**src/rtl/rr_arb8.sv**
```systemverilog
// rr_arb8: eight-way round-robin arbiter with a registered one-hot grant.
// A grant is held until ACK, until the requester withdraws, or until
// TIMEOUT cycles have elapsed. Priority then rotates past the last winner.

// Per-requester arbitration cell. A requester wins when it is requesting and
// no other active requester sits closer to the pointer in rotation order.
module rr_arb8_lane #(
  parameter int IDX = 0
) (
  input  logic [7:0] req,
  input  logic [2:0] ptr,
  output logic       win
);
  localparam logic [2:0] ME = 3'(IDX);

  logic [2:0] my_dist;

  // Rotation distance from the pointer, modulo 8 via 3-bit wrap.
  assign my_dist = ME - ptr;

  // Lose to any active requester that is strictly nearer the pointer.
  always_comb begin
    win = req[IDX];
    for (int j = 0; j < 8; j++) begin
      if (req[j] && ((3'(j) - ptr) < my_dist)) win = 1'b0;
    end
  end
endmodule

module rr_arb8 #(
  parameter int TIMEOUT = 15
) (
  input  logic       CLK,
  input  logic       RST_N,
  input  logic [7:0] REQ,
  input  logic       ACK,
  output logic [7:0] GNT,
  output logic       GNT_VALID,
  output logic       TMO
);
  localparam int              CW       = $clog2(TIMEOUT + 1);
  localparam logic [CW-1:0]   CNT_LAST = CW'(TIMEOUT - 1);

  typedef enum logic {IDLE = 1'b0, GRANT = 1'b1} state_t;

  state_t        state_q, state_d;
  logic [7:0]    gnt_q, gnt_d;
  logic [2:0]    ptr_q, ptr_d;
  logic [CW-1:0] cnt_q, cnt_d;
  logic          tmo_q, tmo_d;
  logic          vld_q;
  logic [7:0]    win;
  logic [2:0]    gidx;
  logic          held;
  logic          expired;

  // One arbitration cell per requester; exactly one wins when REQ != 0.
  for (genvar i = 0; i < 8; i++) begin : g_lane
    rr_arb8_lane #(.IDX(i)) u_lane (
      .req (REQ),
      .ptr (ptr_q),
      .win (win[i])
    );
  end

  // Index of the currently granted requester (grant is one-hot).
  always_comb begin
    gidx = 3'd0;
    for (int i = 0; i < 8; i++) begin
      if (gnt_q[i]) gidx = 3'(i);
    end
  end

  assign held    = |(REQ & gnt_q);
  assign expired = (cnt_q == CNT_LAST);

  // Next-state logic: arbitrate in IDLE, evaluate release conditions in GRANT.
  always_comb begin
    state_d = state_q;
    gnt_d   = gnt_q;
    ptr_d   = ptr_q;
    cnt_d   = cnt_q;
    tmo_d   = 1'b0;
    unique case (state_q)
      IDLE: begin
        if (|REQ) begin
          gnt_d   = win;
          cnt_d   = '0;
          state_d = GRANT;
        end
      end
      GRANT: begin
        // ACK beats withdrawal, which beats timeout; only a pure timeout
        // produces the TMO pulse.
        if (ACK || !held || expired) begin
          gnt_d   = 8'h00;
          ptr_d   = gidx + 3'd1;
          state_d = IDLE;
          tmo_d   = !ACK && held && expired;
        end else begin
          cnt_d = cnt_q + CW'(1);
        end
      end
      default: begin
        state_d = IDLE;
        gnt_d   = 8'h00;
      end
    endcase
  end

  // State and output registers; reset drops the grant immediately.
  always_ff @(posedge CLK or negedge RST_N) begin
    if (!RST_N) begin
      state_q <= IDLE;
      gnt_q   <= 8'h00;
      vld_q   <= 1'b0;
      ptr_q   <= 3'd0;
      cnt_q   <= '0;
      tmo_q   <= 1'b0;
    end else begin
      state_q <= state_d;
      gnt_q   <= gnt_d;
      vld_q   <= |gnt_d;
      ptr_q   <= ptr_d;
      cnt_q   <= cnt_d;
      tmo_q   <= tmo_d;
    end
  end

  assign GNT       = gnt_q;
  assign GNT_VALID = vld_q;
  assign TMO       = tmo_q;
endmodule

```
**config.mk**
```make
export PLATFORM = sky130hd
export DESIGN_NAME = rr_arb8
export DESIGN_NICKNAME = d
export VERILOG_FILES = /design/src/rtl/rr_arb8.sv
export SDC_FILE = /design/constraint.sdc
export NUM_CORES = 1
export LEC_CHECK = 0
export CAP_MARGIN = 40
export CORE_MARGIN = 5
export CORE_UTILIZATION = 40
export CTS_CLUSTER_DIAMETER = 40
export CTS_CLUSTER_SIZE = 24
export DETAILED_ROUTE_END_ITERATION = 8
export MAX_ROUTING_LAYER = met4
export PLACE_DENSITY = 0.73
export SLEW_MARGIN = 40
export SYNTH_ARGS = -nofsm -noshare
export SYNTH_HDL_FRONTEND = slang
export SYNTH_SLANG_ARGS = --single-unit
export TNS_END_PERCENT = 100
```
**constraint.sdc**
```tcl
create_clock -name CLK -period 3.1 [get_ports CLK]
set_input_delay 0.62 -clock CLK [delete_from_list [all_inputs] [get_ports CLK]]
set_output_delay 0.62 -clock CLK [all_outputs]
set_load 0.005 [all_outputs]
```
**Word level (Yosys, flattened, before mapping)**

Cells that the tools add are included.

- Register bits after elaboration: 18
- Input bits: 11
- Logic and storage cells: 242

- Equality and inequality tests: 3
- Reduce and logical (&&, ||, !) cells: 75
- Bitwise operators: 2
- Muxes and demuxes: 82
- $lt $le $gt $ge: 64
- Add/subtract/negate cells: 10

Operator list:

| kind | number |
|---|---|
| 3-bit less-than comparator | 64 |
| 1-bit 2-to-1 mux | 69 |
| 1-bit logical AND | 66 |
| 8-bit OR reduction | 3 |
| 8-bit 2-to-1 mux | 2 |
| 8-bit one-hot mux with 2 select lines | 1 |
| 3-bit 2-to-1 mux | 5 |
| 3-bit subtractor, first input constant | 4 |
| 8-bit bitwise AND | 1 |
| 4-bit 2-to-1 mux | 2 |
| 4-bit one-hot mux with 2 select lines | 1 |
| 1-bit by 3-bit subtractor with 3-bit output, first input constant | 2 |
| 2-bit by 3-bit subtractor with 3-bit output, first input constant | 2 |
| 4-bit by 1-bit adder with 4-bit output, second input constant | 1 |
| 4-bit equality test, second input constant | 1 |
| 2-bit inequality test, second input constant | 2 |
| 2-bit AND reduction | 2 |
| 3-bit by 1-bit adder with 3-bit output, second input constant | 1 |
| 1-bit logical NOT | 2 |
| 1-bit logical OR | 2 |
| 2-bit 2-to-1 mux | 1 |
| 1-bit one-hot mux with 2 select lines | 1 |
| 1-bit inverter | 1 |

**Logic depth before layout (Yosys ltp)**

- Word-level depth: 14
- Mapped depth: 13
- Gate-level depth less buffers: 11

**Cells and area by module**

From an unflattened synthesis, not the netlist that was laid out.

- Cell total of the unflattened synthesis: 371
- Area, all modules: 3171.8 um2

By module, submodules not included:

| module | instances | cells an instance | area an instance (um2) |
|---|---|---|---|
| rr_arb8 | 1 | 81 | 910.9 |
| rr_arb8_lane at g_lane[6].u_lane | 1 | 46 | 371.6 |
| rr_arb8_lane at g_lane[0].u_lane | 1 | 40 | 316.6 |
| rr_arb8_lane at g_lane[4].u_lane | 1 | 39 | 310.3 |
| rr_arb8_lane at g_lane[2].u_lane | 1 | 39 | 289.0 |
| rr_arb8_lane at g_lane[5].u_lane | 1 | 38 | 282.8 |
| rr_arb8_lane at g_lane[1].u_lane | 1 | 34 | 280.3 |
| rr_arb8_lane at g_lane[3].u_lane | 1 | 29 | 215.2 |
| rr_arb8_lane at g_lane[7].u_lane | 1 | 25 | 195.2 |

**Worst setup path after synthesis**

Ideal clock, no wire load.

- Path kind: reg-to-reg
- Start point: register ptr_q[0]
- End point: register vld_q (netlist: GNT_VALID)
- Arrival time: 2.821 ns
- Stages on the path, launching flop included: 14
- Slack: 0.208 ns
- Path buffers: 2
- Cell sequence: dfrtp_1 -> buf_4 -> inv_2 -> ha_1 -> ha_1 -> buf_4 -> inv_1 -> ha_1 -> o21bai_1 -> a32o_1 -> a2111oi_2 -> o2111ai_1 -> a21boi_0 -> nand4_1

- Cells in the longest elaborated chain, start to end: 14
- Elaborated cells on any way between the ends: 203
- Those cells by class: 8 x add/sub; 64 x order compare; 66 x mux; 65 x reduce/logical

Ends and longest elaborated chain:

| what | line | source |
|---|---|---|
| start, declared | 48 | `logic [2:0] ptr_q, ptr_d;` |
| start signal, assigned | 124 | `ptr_q <= ptr_d;` |
| 1-bit by 3-bit subtractor with 3-bit output (tied with other cells) | 19, 25 |  |
| 3-bit less-than comparator | 25 | `if (req[j] && ((3'(j) - ptr) < my_dist)) win = 1'b0;` |
| 1-bit logical AND | 25 |  |
| 1-bit 2-to-1 mux (8 in a row) | 25 |  |
| 8-bit 2-to-1 mux * | 86 | `if (\|REQ) begin` |
| 8-bit one-hot mux with 2 select lines * | 84 | `unique case (state_q)` |
| 8-bit OR reduction * | 123 | `vld_q <= \|gnt_d;` |
| end signal, assigned | 123 |  |
| end, declared | 51 | `logic vld_q;` |

Every way passes the cells marked *; elsewhere a longest branch is shown, timed or not.
A chain may end at the register's enable or synchronous reset.

**Worst setup path after layout**

Ends and elaborated chain as after synthesis.

==> metrics.md <==
| Metric | Value |
|---|---|
| PD cells | 1026 nW/um2 |
| Startpoint types | flop |
| Cells after Synth | 247 |
| CTS max path bufs | 2 |
| CP Class | reg2reg |
| Final hold vios | 0 |
| CTS tree | done |
| Seq/Total Area, Yosys | 0.2106 |
| Starting density of the core | 0.4160 |
| IO buf count | 20 |
| Post-synthesis area per instance | 8.657 um2 |
| Diode count | 0 |
| RSZ-0062 raised after global routing | false |
| Slowest CP cell | a221oi_1 |
| VDD IR max | 0.0002979 V |
| Total GRT Usage | 0.1834 |
| Grt total ovfl | 0 |
| Vias/cell | 6.026 |
| Status | finished, final reports clean |
| Largest net degree at the start of global routing | 19 |
| Pins Over Slew Limit | 0 |
| Cell Area, Synth | 2138 um2 |
| Clk sinks | 18 |
| Area growth, synth to finish | 15.74% |
| Via Count | 2061 |
| DRT Pass-1 Iters | 4 |
| Top cells by area, synth | dfrtp_1 21%, ha_1 16%, inv_1 4.6%, o21ai_0 3.3%, nand2_1 2.8% |
| Core ar. | 5140 um2 |
| Pleak | 0.001098 uW |
| Setup_tns | 0 ps |
| Crit share post-route | 0.9083 |
| Max cap viols | 0 |
| Post-CTS setup buffer count | 0 |
| Setup violators final | 0 |
| Hold Path Class | in2async |
| Detail Placement HPWL | 4962 um |
| Global-route wire length before repair | 10160 um |
| Period minus WS final | 2816 ps |
| Finished Cell Area | 2475 um2 |
| Initial drt markers | 255 |
| Die X-Extent | 83.12 um |
| CP Max Fanout | 7 |
| H-tree depth | 1 |
| Synth Warn # | 0 |
| Synth area leader | dfrtp_1 |
| DIE AREA | 6908 um2 |
| Die Ht | 83.12 um |
| Hold WS | 290.2 ps |
| Post-CTS sizing | 0 |
| Peak Freq | 0.3552 GHz |
| Yosys reg bits | 18 |
| Commonest cells post-synth | 28 x ha_1, 26 x inv_1, 18 x dfrtp_1, 16 x nand2_1, 14 x o21ai_0 |
| Post-synth cell types | 65 |
| Skew-Pair Late Insertion Delay | 250 ps |
| Share of cells above drive strength 1 | 0.1287 |
| WL final | 6257 um |
| CP endpoint kind | flop |
| CTS Root Cell | clkbuf_8 |
| Critical Path AT | 2940 ps |
| Share of the synthesized area in the top cell type | 0.2106 |
| Final RePlAce weighted congestion | 0.9988 |
| Clk_skew | 1.213 ps |
| TritonCTS buffer count | 3 |
| Bufs and invs on worst path | 1 |
| Most common cell on crit path | ha_1 |
| Top delay family on crit path | adder cells |
| Synth async-reset ratio | 1.000 |
| CP cell instances | ha_1 -> ha_1 -> ha_1 -> inv_1 -> a221oi_1 -> a32o_1 -> a211oi_1 -> nor4_2 -> nand4_1 |
| Hold Buf Count CTS | 0 |
| Most common cell in the netlist | ha_1 |
| Post-Place Cell Area | 2425 um2 |
| Primary FF master, synth | dfrtp_1 |
| Reg clk slew, reported paths | 70 ps |
| EDFF count, synth | 0 |
| Wire per inst | 18.30 um |
| DRC violations left | 0 |
| Max-Slew Margin vs Limit | 0.6437 |
| Detail Route Antenna Nets | 0 |
| Placement Rows | 26 |
| Critical Path Max Stage Delay | 460 ps |
| Worst-Margin Slew | 529.9 ps |
| Final nets | 312 |
| Vias in the first global route | 1990 |
| Worst path required time | 3220 ps |
| Antenna violations before repair | 0 |
| Top Ports | 21 |
| Mapped Nets | 286 |
## area by class of cell
type	count	area (um2)
multi-input combinational	193	1510
inverter	27	101.3
timing repair buffer	30	270.3
tap	70	87.58
fill	533	2665
sequential	18	450.4
clock buffer	4	55.05
## power breakdown
group,leakage [uW],internal [uW],switching (uW)
combinational,0.000828,834,1120
sequential,0.000242,298,92.1
clock,0.0000288,113,78.6
## through the flow
stage | total power [uW] | utilization | worst slack (ps) | cells
2_1_floorplan | 1787 | - | 208.3 | 247
3_3_place_gp | 2299 | 0.4718 | 335.5 | 338
3_5_place_dp | 2319 | 0.4718 | 276.7 | 338
4_1_cts | 2523 | 0.4825 | 261.5 | 342
5_1_grt | 2780 | 0.4815 | 47.79 | 342
6_report | 2540 | 0.4815 | 284.4 | 342
## worst paths after layout
path	to	from	cells after the start	slack [ps]
worst min register to register	cnt_q[3]	cnt_q[3]	2	540
worst min-delay path	state_q	RST_N	1	290
max in group asynchronous	GNT[5]	RST_N	1	2520
worst max register to register	GNT_VALID	ptr_q[0]	9	280
worst max-delay path	GNT_VALID	ptr_q[0]	9	280
min in group CLK	cnt_q[3]	cnt_q[3]	2	540
## layout by cell type (no fill, tap or decap), types with 3 or more instances in the layout
cell,n
o211ai_1,4
o21a_1,3
a211oi_1,5
nand2_1,16
nand4_1,4
nor2_1,12
clkbuf_8,4
a221oi_1,3
ha_1,28
nor3_1,5
clkdlybuf4s50_1,19
o31ai_1,4
nor3b_1,3
buf_4,10
a32o_1,4
a21oi_1,9
a22oi_1,3
o21ai_0,14
xor2_1,6
nor4_1,6
a21o_2,4
nand2b_1,4
dfrtp_1,18
nor2b_1,6
inv_1,26
o21bai_1,5
## logic make-up (layout without fill, tap and decap cells)
family | after synthesis | count (layout) | share of synthesized area
buffers and inverters | 36 | 61 | 0.08308
xor gates and xnor gates | 9 | 9 | 0.04038
adders and majority gates | 28 | 28 | 0.1638
and+or+nand+nor | 67 | 67 | 0.1703
DFF | 18 | 18 | 0.2106
muxes | 1 | 1 | 0.005266
AOI/OAI and AO/OA | 88 | 88 | 0.3265
## flip-flops by register name (all words and copies together), names as in the netlist
signal / count
GNT: 8
state_q: 1
GNT_VALID: 1
ptr_q: 3
cnt_q: 4
TMO: 1
## per-layer routing
| layer | routed length, um | track usage |
|---|---|---|
| met2 | 2894 | 0.2923 |
| met1 | 2759 | 0.2330 |
| met3 | 470 | 0.04653 |
| met5 | 0 | - |
| met4 | 132 | 0.04458 |
No activity file was read; power rests on OpenSTA's default activity.
==> edit 1 (same flow settings) <==
`TIMEOUT`: 15 -> 16.
--- a/src/rtl/rr_arb8.sv
+++ b/src/rtl/rr_arb8.sv
@@ -30,3 +30,3 @@
 module rr_arb8 #(
-  parameter int TIMEOUT = 15
+  parameter int TIMEOUT = 16
 ) (
Behaviour: no difference found for any inputs over 10 cycles, from zero or initial values and one cycle with RST_N low; that may be too few to reach the edited logic, so the function may still have changed.
==> edit 1 against the unedited design <==
Critical path depth unchanged; count of clock-buffer cells in the layout fell by 1; largest cell class unchanged; synthesized area down 16%; maximum frequency decreased by 4.2%; power shrank 26%; clock power down 9%; final area is 12% lower; worst setup slack lost 0.12 ns; sequential cell count increased by 1; critical path type unchanged; die area decreased by 14%; largest power group unchanged; routed wire length decreased by 14%.
==> edit 1: results <==
group,metric,value,unit
run_status,status,"finished, final reports clean",
route,wire_per_inst,18.2,µm
worst_setup_path,crit_fanout,10,
global_route,grt_max_degree,20,
placement,placed_cell_area,2130,µm²
pwr,pwr-share-seq,20.2,%
cts,insertion_delay,0.26,ns
pwr,switching_power,915,µW
placement,dp_slack,0.105,ns
route,viasPerCell,6.42,
finish,finalNonFillerCells,295,
route,dr.pass1.iters,5,
logic_synthesis,synthFlopType,"dfrtp_1",
pwr,ir_worst_vdd,0.364,mV
pwr,pg_seq,379,µW
worst_setup_path,crit_arrival,3.07,ns
route,drtIter0Drc,369,
finish,diodes,0,
pwr,pg_comb,1320,µW
logic_synthesis,ys_top_cells_by_area,"dfrtp_1, ha_1, inv_1",
sta,fin_skew,0.000777,ns
placement,dp_hpwl,4250,µm
cts,cts_setup_buffers,0,
logic_synthesis,syn_inst,213,
finish,layout-drive-gt1-share,12.3,%
sta,worst_pin_slew,0.548,ns
placement,place_congestion,0.991,
global_route,grt_pass1_wl,8980,µm
worst_setup_path,cp_slowest_cell,"ha_1",
pwr,leakagePower,0.000952,µW
finish,fin_nets,274,
logic_synthesis,syn_nets,243,
global_route,track_usage,18.6,%
logic_synthesis,ys_types,55,
logic_synthesis,ys_seq_area_share,26.3,%
global_route,first_global_vias,1842,
logic_synthesis,yosys-top-cells-count,"inv_1, dfrtp_1, ha_1",
placement,placed_cells,291,
[edit 1: cell types whose count changed after synthesis, moves of 4 or more]
cell,change
a211oi_1,-4
inv_1,-4
o21bai_1,-4
clkbuf_1,+4
a21o_2,-4
nor4_1,-4
xor2_1,-4
ha_1,-9
[edit 1: cell families (layout without fill, tap and decap cells)]
logic type                 after synthesis  in the layout  share of synthesized area, %
muxes                                    1              1                         0.623
AOI/OAI and AO/OA                       81             81                          34.0
and+or+nand+nor                         58             58                          16.8
DFF                                     19             19                          26.3
adders and majority gates               19             19                          13.2
buffers and inverters                   32             62                          7.69
xor gates and xnor gates                 3              3                          1.45
[edit 1: cell type report]
class                   count  area, µm²
inverters                  22       82.6
multi-input cells         162       1190
clock buffers               3       41.3
well taps                  52       65.1
clock inverters             1       5.00
flip-flops and latches     19        475
repair buffers             36        315
fillers                   393       2180
[edit 1: final timing paths]
path,slack (ns),cells after the start,to,start
max,0.16,9,GNT_VALID,ptr_q[1]
min,0.29,1,GNT[1],RST_N
max reg2reg,0.16,9,GNT_VALID,ptr_q[1]
min reg2reg,0.51,1,cnt_q[4],cnt_q[4]
max in group asynchronous,2.52,1,ptr_q[0],RST_N
min in group CLK,0.51,1,cnt_q[4],cnt_q[4]
[edit 1: per-layer routing]
layer,GRT usage (%),up-vias,wire length [µm]
li1,-,871,-
met1,25.4,857,2340
met2,27.8,145,2260
met3,2.93,21,603
met4,6.70,0,161
met5,-,-,0
[edit 1: worst max-delay path, delay by kind of cell, from the launching register on]
family / cells / cell delay [ns]
AO/OA/AOI/OAI: 4 / 1.09
adder cells (fa/ha/maj): 2 / 0.68
AND/OR/NAND/NOR: 1 / 0.41
flip-flops: 1 / 0.38
buffers and inverters: 2 / 0.24
==> edit 2 (same flow settings) <==
Without the edit above. Reset style: synchronous (`RST_N`), changed in one clocked block.
--- a/src/rtl/rr_arb8.sv
+++ b/src/rtl/rr_arb8.sv
@@ -111,3 +111,3 @@
   // State and output registers; reset drops the grant immediately.
-  always_ff @(posedge CLK or negedge RST_N) begin
+  always_ff @(posedge CLK) begin
     if (!RST_N) begin
Function: differs if RST_N is asserted again (counterexample within 4 cycles, from zero or initial values and one cycle with RST_N low); with RST_N held inactive, the same outputs for 10 cycles.
==> edit 2 against the unedited design <==
Core utilization down 0.085 points; synthesized area decreased by 1.8%; maximum frequency grew 0.56%; routed wire length is 1.8% lower; die area decreased by 1.5%; worst setup slack better by 0.016 ns; sequential cell count unchanged; non-clock buffer count is 2 higher; final area decreased by 0.81%; critical endpoint is now GNT_VALID; largest cell class unchanged.
Power is not compared: it rests on default switching activity, and its combinational part moved more than twofold at a synthesized area within 25%.
==> edit 2: results <==
group,metric,value,unit
cts,clock-root-buffer,"clkbuf_8",
sta,hold_violations,0,
finish,largest_reg_flops,8,
sta,fin_skew,0.000460,ns
worst_setup_path,crit_fanout,6,
logic_synthesis,ys_top_cells_by_area,"dfxtp_1, ha_1, nor2_1",
logic_synthesis,synth-async-reset-ratio,0,%
global_route,grt_max_degree,14,
sta,min_period,2.80,ns
run_status,status,"finished, final reports clean",
logic_synthesis,ys_seq_area_share,17.2,%
route,dr.pass1.iters,6,
route,drtIter0Drc,345,
global_route,grt_pass1_wl,9870,µm
finish,layout-drive-gt1-share,8.97,%
logic_synthesis,yosys-top-cells-count,"nor2_1, inv_1, ha_1",
finish,diodes,0,
placement,dp_hpwl,4850,µm
worst_setup_path,cp_slowest_cell,"a2111oi_2",
sta,slew_headroom,62.4,%
cts,cts_buffers,3,
die,start_util,41.1,%
placement,dp_slack,0.197,ns
logic_synthesis,yosysWarnings,0,
route,vias,2186,
sta,holdWs,0.514,ns
logic_synthesis,synthFlopType,"dfxtp_1",
placement,place_congestion,1.02,
cts,cts-htree-levels,1,
logic_synthesis,syn_nets,307,
logic_synthesis,ys_types,70,
logic_synthesis,syn_inst,270,
global_route,first_global_vias,1952,
global_route,antenna_found_initial,0,
worst_setup_path,slowest_delay,0.46,ns
cts,clk_pin_slew_worst_paths,0.07,ns
pwr,ir_worst_vdd,0.211,mV
route,wire_per_inst,17.1,µm
global_route,track_usage,19.1,%
worst_hold_path,hold_class,"reg -> reg",
worst_setup_path,crit_arrival,2.98,ns
finish,fin_nets,328,
cts,insertion_delay,0.25,ns
-- edit 2: kinds of logic (layout without fill, tap and decap cells) --
family	after synthesis	count (layout)	share of synthesized area (%)
adder cells (fa/ha/maj)	26	26	15.5
multiplexers	2	2	1.01
AND/OR/NAND/NOR	82	82	19.5
XOR/XNOR	8	8	3.69
buffers and inverters	44	64	9.11
AO/OA/AOI/OAI	90	90	34.0
flip-flops	18	18	17.2
-- edit 2: repair_timing --
item                       4_1_cts  5_1_grt
resized for setup                0        1
setup buffers                    0        0
setup endpoints to repair        0        1
-- edit 2: metrics by stage --
stage / area, µm² / cells / power, µW / utilization, %
floorplan: 2100 / 270 / 617 / -
global placement: 2390 / 356 / 755 / 46.8
detailed placement: 2390 / 356 / 754 / 46.8
CTS: 2450 / 360 / 950 / 47.9
global route: 2450 / 360 / 1020 / 48.1
finish: 2450 / 360 / 959 / 48.1
-- edit 2: worst max-delay path: cells and delay by family, from the launching register on --
family                   cells  cell delay, ns
buffers and inverters        2            0.23
AO/OA/AOI/OAI                4            1.01
adder cells (fa/ha/maj)      3            0.87
flip-flops                   1            0.42
AND/OR/NAND/NOR              2            0.19
-- edit 2: report_power, final --
group | internal, µW | switching, µW
Sequential | 245 | 18.2
Combinational | 218 | 285
Clock | 113 | 80.2
Total | 576 | 384
-- edit 2: layout make-up --
cell class / instances / area, µm²
inverter: 28 / 105
fill: 503 / 2650
clock buffer: 4 / 55.1
multi-input combinational: 208 / 1560
sequential: 18 / 360
tap: 70 / 87.6
timing repair buffer: 32 / 290
-- edit 2: final timing paths --
check | start | end | depth (start not counted)
worst min register to register | cnt_q[0] | cnt_q[0] | 2
worst max-delay path | ptr_q[1] | GNT_VALID | 11
worst min-delay path | cnt_q[0] | cnt_q[0] | 2
worst max register to register | ptr_q[1] | GNT_VALID | 11
-- edit 2: metal layers --
metal | global-route usage (%) | vias to the layer above | wire (µm)
met5 | - | - | 0
met4 | 4.15 | 0 | 63
met3 | 2.39 | 8 | 555
met2 | 30.7 | 123 | 2880
met1 | 25.5 | 1010 | 2650
li1 | - | 1045 | -
